### src/rtl/led_scan_pkg.sv
// led_scan_pkg: shared sizes, types and idle constants for the LED matrix
// scanner (4 columns x 8 rows, all outputs active-low).
package led_scan_pkg;

  localparam int NUM_COLS = 4;
  localparam int ROW_BITS = 8;

  typedef logic [1:0]          col_idx_t;
  typedef logic [ROW_BITS-1:0] row_t;
  typedef logic [NUM_COLS-1:0] col_sel_t;

  // Active-low: all ones means every LED / column is off.
  localparam row_t     LEDS_OFF  = 8'hFF;
  localparam col_sel_t LCOL_NONE = 4'hF;

endpackage : led_scan_pkg

### src/rtl/led_scan_if.sv
// led_scan_if: row patterns from the status logic plus the row/column pin
// drive back to the board. The brightness input exists only when
// LEDSCAN_BRIGHTNESS_EN is defined.
interface led_scan_if;
  import led_scan_pkg::*;

  row_t     leds1;
  row_t     leds2;
  row_t     leds3;
  row_t     leds4;
  row_t     leds;
  col_sel_t lcol;
`ifdef LEDSCAN_BRIGHTNESS_EN
  logic [3:0] brightness;
`endif

  // Parent side: supplies patterns, observes the pin drive.
  modport master (
`ifdef LEDSCAN_BRIGHTNESS_EN
    output brightness,
`endif
    output leds1, leds2, leds3, leds4,
    input  leds, lcol
  );

  // Scanner side.
  modport slave (
`ifdef LEDSCAN_BRIGHTNESS_EN
    input  brightness,
`endif
    input  leds1, leds2, leds3, leds4,
    output leds, lcol
  );

endinterface : led_scan_if

### src/rtl/led_scan_timer.sv
// led_scan_timer: slot counter and column index for the LED scanner.
// cnt runs 0..COL_CYCLES-1; each wrap advances col (0,1,2,3,0...).
// slot_start is high on the cnt==0 cycle of every column slot.
module led_scan_timer
  import led_scan_pkg::*;
#(
  parameter int COL_CYCLES = 3000
) (
  input  logic        clk12MHz,
  input  logic        reset,
  output col_idx_t    col,
  output logic [15:0] cnt,
  output logic        slot_start
);

  localparam logic [15:0] CNT_LAST = 16'(COL_CYCLES - 1);

  logic [15:0] cnt_reg, cnt_next;
  col_idx_t    col_reg, col_next;

  // Next-state: count up, wrap at end of slot and step to the next column.
  always_comb begin
    cnt_next = cnt_reg + 16'd1;
    col_next = col_reg;
    if (cnt_reg == CNT_LAST) begin
      cnt_next = 16'd0;
      col_next = col_reg + col_idx_t'(1);
    end
  end

  // State register; reset restarts the scan at column 0, start of slot.
  always_ff @(posedge clk12MHz) begin
    if (reset) begin
      cnt_reg <= 16'd0;
      col_reg <= '0;
    end else begin
      cnt_reg <= cnt_next;
      col_reg <= col_next;
    end
  end

  assign col        = col_reg;
  assign cnt        = cnt_reg;
  assign slot_start = (cnt_reg == 16'd0);

endmodule : led_scan_timer

### src/rtl/led_scan.sv
// led_scan: time-multiplexed driver for a 4x8 active-low LED matrix.
// Each column is selected for COL_CYCLES clocks; the row pattern is
// snapshotted at slot start and held for the whole slot (no tearing), with
// the first BLANK_CYCLES of each slot forced dark to suppress ghosting.
// Optional macro LEDSCAN_BRIGHTNESS_EN adds a 4-bit PWM brightness input
// (duty brightness/16 over the non-blanked part of the slot).
module led_scan
  import led_scan_pkg::*;
#(
  parameter int COL_CYCLES   = 3000,
  parameter int BLANK_CYCLES = 64
) (
  input  logic       clk12MHz,
  input  logic       reset,
  led_scan_if.slave  bus
);

  col_idx_t    col;
  logic [15:0] cnt;
  logic        slot_start;

  led_scan_timer #(
    .COL_CYCLES (COL_CYCLES)
  ) u_timer (
    .clk12MHz   (clk12MHz),
    .reset      (reset),
    .col        (col),
    .cnt        (cnt),
    .slot_start (slot_start)
  );

  // Holding registers indexed by column number.
  row_t pattern [NUM_COLS];
  assign pattern[0] = bus.leds1;
  assign pattern[1] = bus.leds2;
  assign pattern[2] = bus.leds3;
  assign pattern[3] = bus.leds4;

  // One-cold column select decode for the current column.
  col_sel_t lcol_next;
  genvar gi;
  generate
    for (gi = 0; gi < NUM_COLS; gi++) begin : g_col
      assign lcol_next[gi] = (col != col_idx_t'(gi));
    end
  endgenerate

  // Blanking window at the head of each slot (none when BLANK_CYCLES==0).
  logic in_blank;
  generate
    if (BLANK_CYCLES == 0) begin : g_no_blank
      assign in_blank = 1'b0;
    end else begin : g_blank
      localparam logic [15:0] BLANK_LIM = 16'(BLANK_CYCLES);
      assign in_blank = (cnt < BLANK_LIM);
    end
  endgenerate

  row_t     snap_reg, snap_next;
  row_t     leds_reg, leds_next;
  col_sel_t lcol_reg;
  logic     pwm_on;

`ifdef LEDSCAN_BRIGHTNESS_EN
  logic [3:0] bright_reg, bright_next;
  logic [3:0] pwm_phase;

  // Brightness is captured alongside the snapshot so it stays constant per slot.
  always_comb begin
    bright_next = bright_reg;
    if (slot_start) begin
      bright_next = bus.brightness;
    end
  end

  // PWM phase restarts where blanking ends; mod 16 is just the low nibble.
  assign pwm_phase = cnt[3:0] - 4'(BLANK_CYCLES % 16);
  assign pwm_on    = (pwm_phase < bright_next);

  // Brightness register.
  always_ff @(posedge clk12MHz) begin
    if (reset) begin
      bright_reg <= 4'd0;
    end else begin
      bright_reg <= bright_next;
    end
  end
`else
  assign pwm_on = 1'b1;
`endif

  // Snapshot and row drive; the row register uses the freshly loaded
  // snapshot so a zero-length blank shows the new column immediately.
  always_comb begin
    snap_next = snap_reg;
    if (slot_start) begin
      snap_next = pattern[col];
    end
    leds_next = LEDS_OFF;
    if (!in_blank && pwm_on) begin
      leds_next = snap_next;
    end
  end

  // Output and snapshot registers; reset blanks everything.
  always_ff @(posedge clk12MHz) begin
    if (reset) begin
      snap_reg <= LEDS_OFF;
      leds_reg <= LEDS_OFF;
      lcol_reg <= LCOL_NONE;
    end else begin
      snap_reg <= snap_next;
      leds_reg <= leds_next;
      lcol_reg <= lcol_next;
    end
  end

  assign bus.leds = leds_reg;
  assign bus.lcol = lcol_reg;

endmodule : led_scan

### src/flat_wrapper.sv
// flat-port wrapper written by rule: the top's interface ports become plain ports
module led_scan_flat import led_scan_pkg::*;
#(
  parameter int COL_CYCLES   = 3000,
  parameter int BLANK_CYCLES = 64
)
  (clk12MHz, reset, bus_leds1, bus_leds2, bus_leds3, bus_leds4, bus_leds, bus_lcol);
  led_scan_if bus_i ();
  input  logic clk12MHz;
  input  logic reset;
  input wire logic [$bits(bus_i.leds1)-1:0] bus_leds1;
  input wire logic [$bits(bus_i.leds2)-1:0] bus_leds2;
  input wire logic [$bits(bus_i.leds3)-1:0] bus_leds3;
  input wire logic [$bits(bus_i.leds4)-1:0] bus_leds4;
  output wire logic [$bits(bus_i.leds)-1:0] bus_leds;
  output wire logic [$bits(bus_i.lcol)-1:0] bus_lcol;
  assign bus_i.leds1 = bus_leds1;
  assign bus_i.leds2 = bus_leds2;
  assign bus_i.leds3 = bus_leds3;
  assign bus_i.leds4 = bus_leds4;
  assign bus_leds = bus_i.leds;
  assign bus_lcol = bus_i.lcol;
  led_scan #(.COL_CYCLES(COL_CYCLES), .BLANK_CYCLES(BLANK_CYCLES)) u_core (.clk12MHz(clk12MHz), .reset(reset), .bus(bus_i));
endmodule
### config.mk
export PLATFORM = sky130hd
export DESIGN_NAME = led_scan_flat
export DESIGN_NICKNAME = d
export VERILOG_FILES = /design/src/rtl/led_scan_pkg.sv /design/src/rtl/led_scan_if.sv /design/src/rtl/led_scan_timer.sv /design/src/rtl/led_scan.sv /design/src/flat_wrapper.sv
export SDC_FILE = /design/constraint.sdc
export NUM_CORES = 1
export LEC_CHECK = 0
export ABC_AREA = 0
export ABC_CLOCK_PERIOD_IN_PS = 2200
export CELL_PAD_IN_SITES_DETAIL_PLACEMENT = 1
export CELL_PAD_IN_SITES_GLOBAL_PLACEMENT = 2
export CORE_MARGIN = 3
export CORE_UTILIZATION = 29
export DETAILED_ROUTE_END_ITERATION = 10
export GPL_TIMING_DRIVEN = 0
export PLACE_DENSITY_LB_ADDON = 0.1
export SLEW_MARGIN = 20
export SYNTH_ARGS = -nofsm -noshare
export SYNTH_HDL_FRONTEND = slang
export SYNTH_SLANG_ARGS = --single-unit
### constraint.sdc
create_clock -name clk12MHz -period 2.2 [get_ports clk12MHz]
set_input_delay 0.44 -clock clk12MHz [delete_from_list [all_inputs] [get_ports clk12MHz]]
set_output_delay 0.44 -clock clk12MHz [all_outputs]
set_load 0.01 [all_outputs]
==> results.tsv, run 1 <==
stage	metric	value	unit
run_status	status	finished, final reports clean	
die	Core ar.	5610	um2
die	row cnt	27	
synthesis	top cells by area, synth	dfxtp_1 45%, mux4_2 11%, mux2i_1 5.3%, ha_1 4.4%, nand2b_1 4.4%	
synthesis	Mapped Area	1710	um2
clocking	CTS tree	yes	
routing	Wirelength per Cell	15.0	um
timing	Relative slew margins	0.476	
grt	largest net degree at the start of global routing	14	
finish	max FFs per register	16	
timing	Final Hold Fails	0	
die	IO Pins	46	
synthesis	post-synth top area share	0.445	
finish	multi-input logic area	902	um2
timing	RSZ-0062 raised after global routing	false	
clocking	Longest Clk Path Bufs	2	
clocking	Hold-fix buffers, CTS	0	
clocking	Max H-tree Level	2	
critical_path	WP data arrival	2.09	ns
critical_path	R2R depth	6	
finish	most frequent cells in the layout	45 x clkdlybuf4s50_1, 38 x dfxtp_1, 18 x nor2_1, 13 x nand2_1, 12 x nand2b_1	
power	sequential power share	0.455	
power	Sw Share	0.203	
power	Peak VDD IR	0.000235	V
synthesis	Yosys cell types	32	
timing	Least-Margin Pin Slew	0.782	ns
clocking	clock-pin slew on the worst setup and hold paths	0.08	ns
power	Cell Int Power	1.26	mW
power	PD cells	660	nW/um2
power	Leak	0.846	nW
timing	Final Critical Period	1.95	ns
critical_path	worst r2r src	u_core.u_timer.cnt[0]	
critical_path	critical path peak fanout	8	
synthesis	Gate Count Post-Synth	163	
place	PortBufs	45	
power	Combinational Power Share	0.096	
clocking	clock latency on the worst-skew pair	0.29	ns
synthesis	Post-Synthesis Net Count	203	
finish	share of layout cells above drive strength 1	0.144	
routing	Via density	4.74	
critical_path	r2r setup slk	0.25	ns
timing	fin. max-slew vios	0	
finish	FF+latch area	761	um2
timing	f_max	513	MHz
place	gpl congestion	0.847	
critical_path	Critical Path Source Type	flop	
routing	DRC violations left	0	
grt	global-route wire length before repair	6970	um
critical_path	Worst Setup EP	u_core.bus.leds[5]	
die	Initial Utilization	0.305	
grt	Congestion Overflow GR	0	
timing	Final Cycle Share	0.885	
clocking	Num CTS Buffers	5	
min_path	Worst Hold Class	flop to flop	
synthesis	#FFs+latches synth	38	
die	Die H	82.7	um
clocking	Root Driver	clkbuf_8	
clocking	post-CTS setup buffers	0	
timing	endpoints failing setup	0	
power	net switching power	321	uW
critical_path	Crit path required time	2.34	ns
run	max cap viols	0	
routing	DR vias	1365	
grt	initial antenna violation count	0	
synthesis	Post-Syn Area per Cell	10.5	um2
routing	DRT Pass-1 Iters	4	
finish	number of nets in the layout	255	
critical_path	FF-to-FF End	u_core.bus.leds[5]	
die	total die area	6850	um2
finish	area delta synth->final	40.1	%
finish	Ant. Diodes	0	
die	Die W	82.7	um
critical_path	Crit Path Class	flop to flop	
routing	DRT antenna net count	0	
synthesis	synthesis warning total	0	
synthesis	sequential element share of the synthesized area	0.445	
power	Clk pwr share	0.449	
clocking	clk sinks	38	
grt	number of global-route vias before repair	1428	
routing	WL final	4330	um
critical_path	beginning of the critical path	u_core.u_timer.cnt[0]	
timing	worst clock skew	0.00722	ns
synthesis	post-synth top area cell	dfxtp_1	
place	hpwl dp	3320	um
finish	leading cell type in the layout, fill and taps excluded	clkdlybuf4s50_1	
routing	initial detailed-routing violation count	51	
grt	all-layer global routing usage	0.136	
timing	post-route setup TNS	0	ns
critical_path	CP Capture Type	flop	
finish	fillcell total	640	
timing	Hold WS	0.481	ns
clocking	PostCTS Resize Cnt	0	
-- worst max-delay path: stages (launching register included) --
cell and delay, ns:
dfxtp_1 0.36, inv_1 0.07, ha_1 0.13, nor4b_1 0.38
nand4_2 0.42, mux2i_1 0.35, nand2_1 0.08
-- kinds of logic (layout without fill, tap and decap cells) --
| kind of cell | after synthesis | after routing | synth area share |
|---|---|---|---|
| adders and majority gates | 6 | 6 | 0.0440 |
| xor gates and xnor gates | 13 | 13 | 0.0667 |
| buffers and inverters | 12 | 65 | 0.0300 |
| muxes | 17 | 17 | 0.158 |
| and+or+nand+nor | 72 | 72 | 0.237 |
| AOI/OAI and AO/OA | 5 | 5 | 0.0190 |
| DFF | 38 | 38 | 0.445 |
-- per-layer routing --
metal	global-route usage	wire, um
met5	0	0
met4	0.0441	30
met3	0.0380	294
met2	0.246	2260
met1	0.153	1750
-- per-stage QoR --
step	instances	worst slack [ns]	cell area (um2)	power [mW]	util
after floorplan	163	0.503	1710	0.807	-
after global placement	280	0.165	2250	0.885	0.401
after detailed placement	280	0.131	2250	0.889	0.401
after CTS	288	0.108	2390	1.61	0.425
after global routing	288	0.0520	2390	1.66	0.427
final	288	0.252	2390	1.58	0.427
-- how the worst min path moves through the flow --
stage / cells after the start / startpoint / endpoint / slack, ns
floorplan: 2 / u_core.snap_reg[0] / u_core.bus.leds[0] / 0.44
global placement: 2 / u_core.snap_reg[3] / u_core.bus.leds[3] / 0.45
detailed placement: 2 / u_core.snap_reg[6] / u_core.bus.leds[6] / 0.47
CTS: 2 / u_core.snap_reg[6] / u_core.bus.leds[6] / 0.49
global route: 2 / u_core.snap_reg[7] / u_core.bus.leds[7] / 0.51
finish: 2 / u_core.snap_reg[6] / u_core.bus.leds[6] / 0.48
-- cell usage after synthesis, drive strengths merged --
master	number
a21oi	2
a31oi	1
and3	1
and4	3
buf	3
clkbuf	2
dfxtp	38
ha	6
inv	7
mux2i	9
mux4	8
nand2	13
nand2b	12
nand3	8
nand4	2
nor2	18
nor3	2
nor4	6
nor4b	1
o21ai	1
o31ai	1
or2	2
or3	3
or4	1
xnor2	8
xor2	5
-- layout make-up --
type	count	area share
inverter	7	0.0110
multi-input combinational	113	0.377
sequential	38	0.318
buffer	5	0.0105
timing repair buffer	45	0.188
tap	72	0.0377
clock buffer	5	0.0288
clock inverter	3	0.0288
-- power groups by stage --
stage                     logic (mW)  clock network [mW]  registers, mW
after floorplan               0.0747                   0          0.733
after global placement         0.150                   0          0.734
after detailed placement       0.153                   0          0.735
after CTS                      0.155               0.732          0.719
after global routing           0.168               0.767          0.721
final                          0.151               0.709          0.719
Power figures use the tool's default switching activity.
==> run 2: changes to the inputs <==
CORE_MARGIN = 8   (was 3)
SKIP_CTS_REPAIR_TIMING = 1   (was unset)
==> run 2 against run 1 <==
  * Via count shrank 0.22%
  * Sequential share of layout area increased by 0.56 points
  * Critical endpoint is now u_core.u_timer.cnt[10]
  * Final area down 1.7%
  * Clock power is 31% lower
  * Combinational power is 4% higher
  * First-iteration DRC count down 35%
  * Clock-buffer cell count up 2
  * Die area grew 26%
==> results.tsv, run 2 (synthesis results as in run 1) <==
stage	metric	value	unit	change
run_status	status	finished, final reports clean		unchanged
die	Die H	92.7	um	was 82.7 um
finish	multi-input logic area	896	um2	was 902 um2
power	Pwr Total	1.37	mW	was 1.58 mW
critical_path	beginning of the critical path	u_core.u_timer.cnt[6]		was u_core.u_timer.cnt[0]
die	Core ar.	5820	um2	was 5610 um2
routing	DR vias	1362		was 1365
clocking	Max H-tree Level	2		unchanged
critical_path	CP Capture Type	flop		unchanged
critical_path	slowest CP cell	nor4_1		was nand4_2
power	Peak VDD IR	0.000257	V	was 0.000235 V
place	PortBufs	45		unchanged
finish	fillcell total	678		was 640
clocking	clk sinks	38		unchanged
critical_path	crit path cell chain	nor4_1 > and4_1 > or2_2 > buf_2 > buf_4 > nor2_1		was inv_1 > ha_1 > nor4b_1 > nand4_2 > mux2i_1 > nand2_1
power	PD cells	581	nW/um2	was 660 nW/um2
critical_path	Worst Setup EP	u_core.u_timer.cnt[10]		was u_core.bus.leds[5]
critical_path	FF-to-FF End	u_core.u_timer.cnt[10]		was u_core.bus.leds[5]
timing	post-route setup TNS	0	ns	unchanged
die	Die W	92.7	um	was 82.7 um
clocking	clock-pin slew on the worst setup and hold paths	0.07	ns	was 0.08 ns
critical_path	worst r2r src	u_core.u_timer.cnt[6]		was u_core.u_timer.cnt[0]
finish	FF+latch area	761	um2	unchanged
routing	DRT antenna net count	0		unchanged
power	Leak	0.829	nW	was 0.846 nW
place	gpl congestion	0.804		was 0.847
place	Post-DP Area	2250	um2	about the same
finish	final design utilization	0.404		was 0.427
routing	initial detailed-routing violation count	33		was 51
finish	Finished Cell Area	2350	um2	was 2390 um2
clocking	clock latency on the worst-skew pair	0.28	ns	was 0.29 ns
finish	area delta synth->final	37.7	%	was 40.1%
timing	Final Cycle Share	0.908		was 0.885
timing	endpoints failing setup	0		unchanged
timing	worst clock skew	0.00324	ns	was 0.00722 ns
critical_path	Crit Path Class	flop to flop		unchanged
routing	Via density	4.66		was 4.74
timing	RSZ-0062 raised after global routing	false		unchanged
timing	Hold WS	0.476	ns	was 0.481 ns
timing	Final Hold Fails	0		unchanged
finish	share of layout cells above drive strength 1	0.138		was 0.144
finish	most frequent cells in the layout	45 x clkdlybuf4s50_1, 38 x dfxtp_1, 18 x nor2_1, 13 x nand2_1, 12 x nand2b_1		unchanged
die	IO Pins	46		unchanged
clocking	CTS tree	yes		unchanged
routing	routed wl met3	275	um	was 294 um
die	row cnt	28		was 27
clocking	Num CTS Buffers	5		unchanged
critical_path	Critical Path Source Type	flop		unchanged
run	max cap viols	0		unchanged
grt	all-layer global routing usage	0.107		was 0.136
critical_path	r2r setup slk	0.20	ns	was 0.25 ns
finish	leading cell type in the layout, fill and taps excluded	clkdlybuf4s50_1		unchanged
critical_path	crit-path max cell delay	0.56	ns	was 0.42 ns
timing	Relative slew margins	0.439		was 0.476
min_path	Worst Hold Class	flop to flop		unchanged
grt	Congestion Overflow GR	0		unchanged
grt	largest net degree at the start of global routing	12		was 14
clocking	Longest Clk Path Bufs	2		unchanged
grt	initial antenna violation count	0		unchanged
finish	max FFs per register	16		unchanged
critical_path	R2R depth	6		unchanged
finish	Ant. Diodes	0		unchanged
finish	number of nets in the layout	256		was 255
die	total die area	8600	um2	was 6850 um2
timing	fin. max-slew vios	0		unchanged
routing	met1 wire length	2140	um	was 1750 um
die	Initial Utilization	0.294		was 0.305
timing	Final Critical Period	2.00	ns	was 1.95 ns
critical_path	Crit path required time	2.38	ns	was 2.34 ns
timing	f_max	501	MHz	was 513 MHz
routing	DR top layer	met4		unchanged
grt	global-route wire length before repair	7370	um	was 6970 um
timing	Least-Margin Pin Slew	0.838	ns	was 0.782 ns
routing	WL final	4420	um	was 4330 um
routing	Wirelength per Cell	15.1	um	was 15.0 um
routing	DRT Pass-1 Iters	2		was 4
routing	metal2 WL	1950	um	was 2260 um
routing	DRC violations left	0		unchanged
clocking	Root Driver	clkbuf_8		unchanged
critical_path	critical path peak fanout	10		was 8
critical_path	WP data arrival	2.18	ns	was 2.09 ns
grt	number of global-route vias before repair	1447		was 1428
place	hpwl dp	3490	um	was 3320 um
## run 2: changes by cell type in the layout (fill, tap and decap cells not counted), sizes merged
| cell | change |
|---|---|
| clkbuf | +2 |
| buf | +1 |
| bufinv | -2 |
## run 2: how the worst min path moves through the flow
stage                  startpoint            endpoint  depth (start not counted)
6_report       u_core.snap_reg[1]  u_core.bus.leds[1]                          2
5_1_grt        u_core.snap_reg[1]  u_core.snap_reg[1]                          2
4_1_cts        u_core.snap_reg[1]  u_core.bus.leds[1]                          2
3_5_place_dp   u_core.snap_reg[1]  u_core.bus.leds[1]                          2
3_3_place_gp   u_core.snap_reg[2]  u_core.bus.leds[2]                          2
2_1_floorplan  u_core.snap_reg[0]  u_core.bus.leds[0]                          2
## run 2: final cells by class
class,count,share of cell area
tap,75,0.0399
clock inverter,1,0.00213
inverter,7,0.0112
sequential,38,0.324
buffer,5,0.0106
multi-input combinational,113,0.381
clock buffer,7,0.0367
timing repair buffer,46,0.195
## run 2: power by group
group | internal, mW | total (mW) | switching [mW] | leakage, nW
logic | 0.100 | 0.157 | 0.0565 | 0.471
registers | 0.707 | 0.719 | 0.0112 | 0.309
clock network | 0.253 | 0.491 | 0.238 | 0.0482
total | 1.06 | 1.37 | 0.306 | 0.829
## run 2: through the flow
stage                     std cells  setup WS [ns]
after floorplan                 163          0.503
after global placement          283          0.271
after detailed placement        283          0.208
after CTS                       291          0.195
after global routing            292        0.00800
final                           292          0.203
## run 2: critical path: cells and delay by family, from the launching register on
family        cells  cell delay (ns)
buf+inv           2             0.37
flops             1             0.37
simple gates      4             1.16
## run 2: metal layers
metal | vias up | GRT usage
met5 | - | 0
met4 | 0 | 0.0322
met3 | 6 | 0.0380
met2 | 37 | 0.172
met1 | 649 | 0.131
li1 | 670 | -
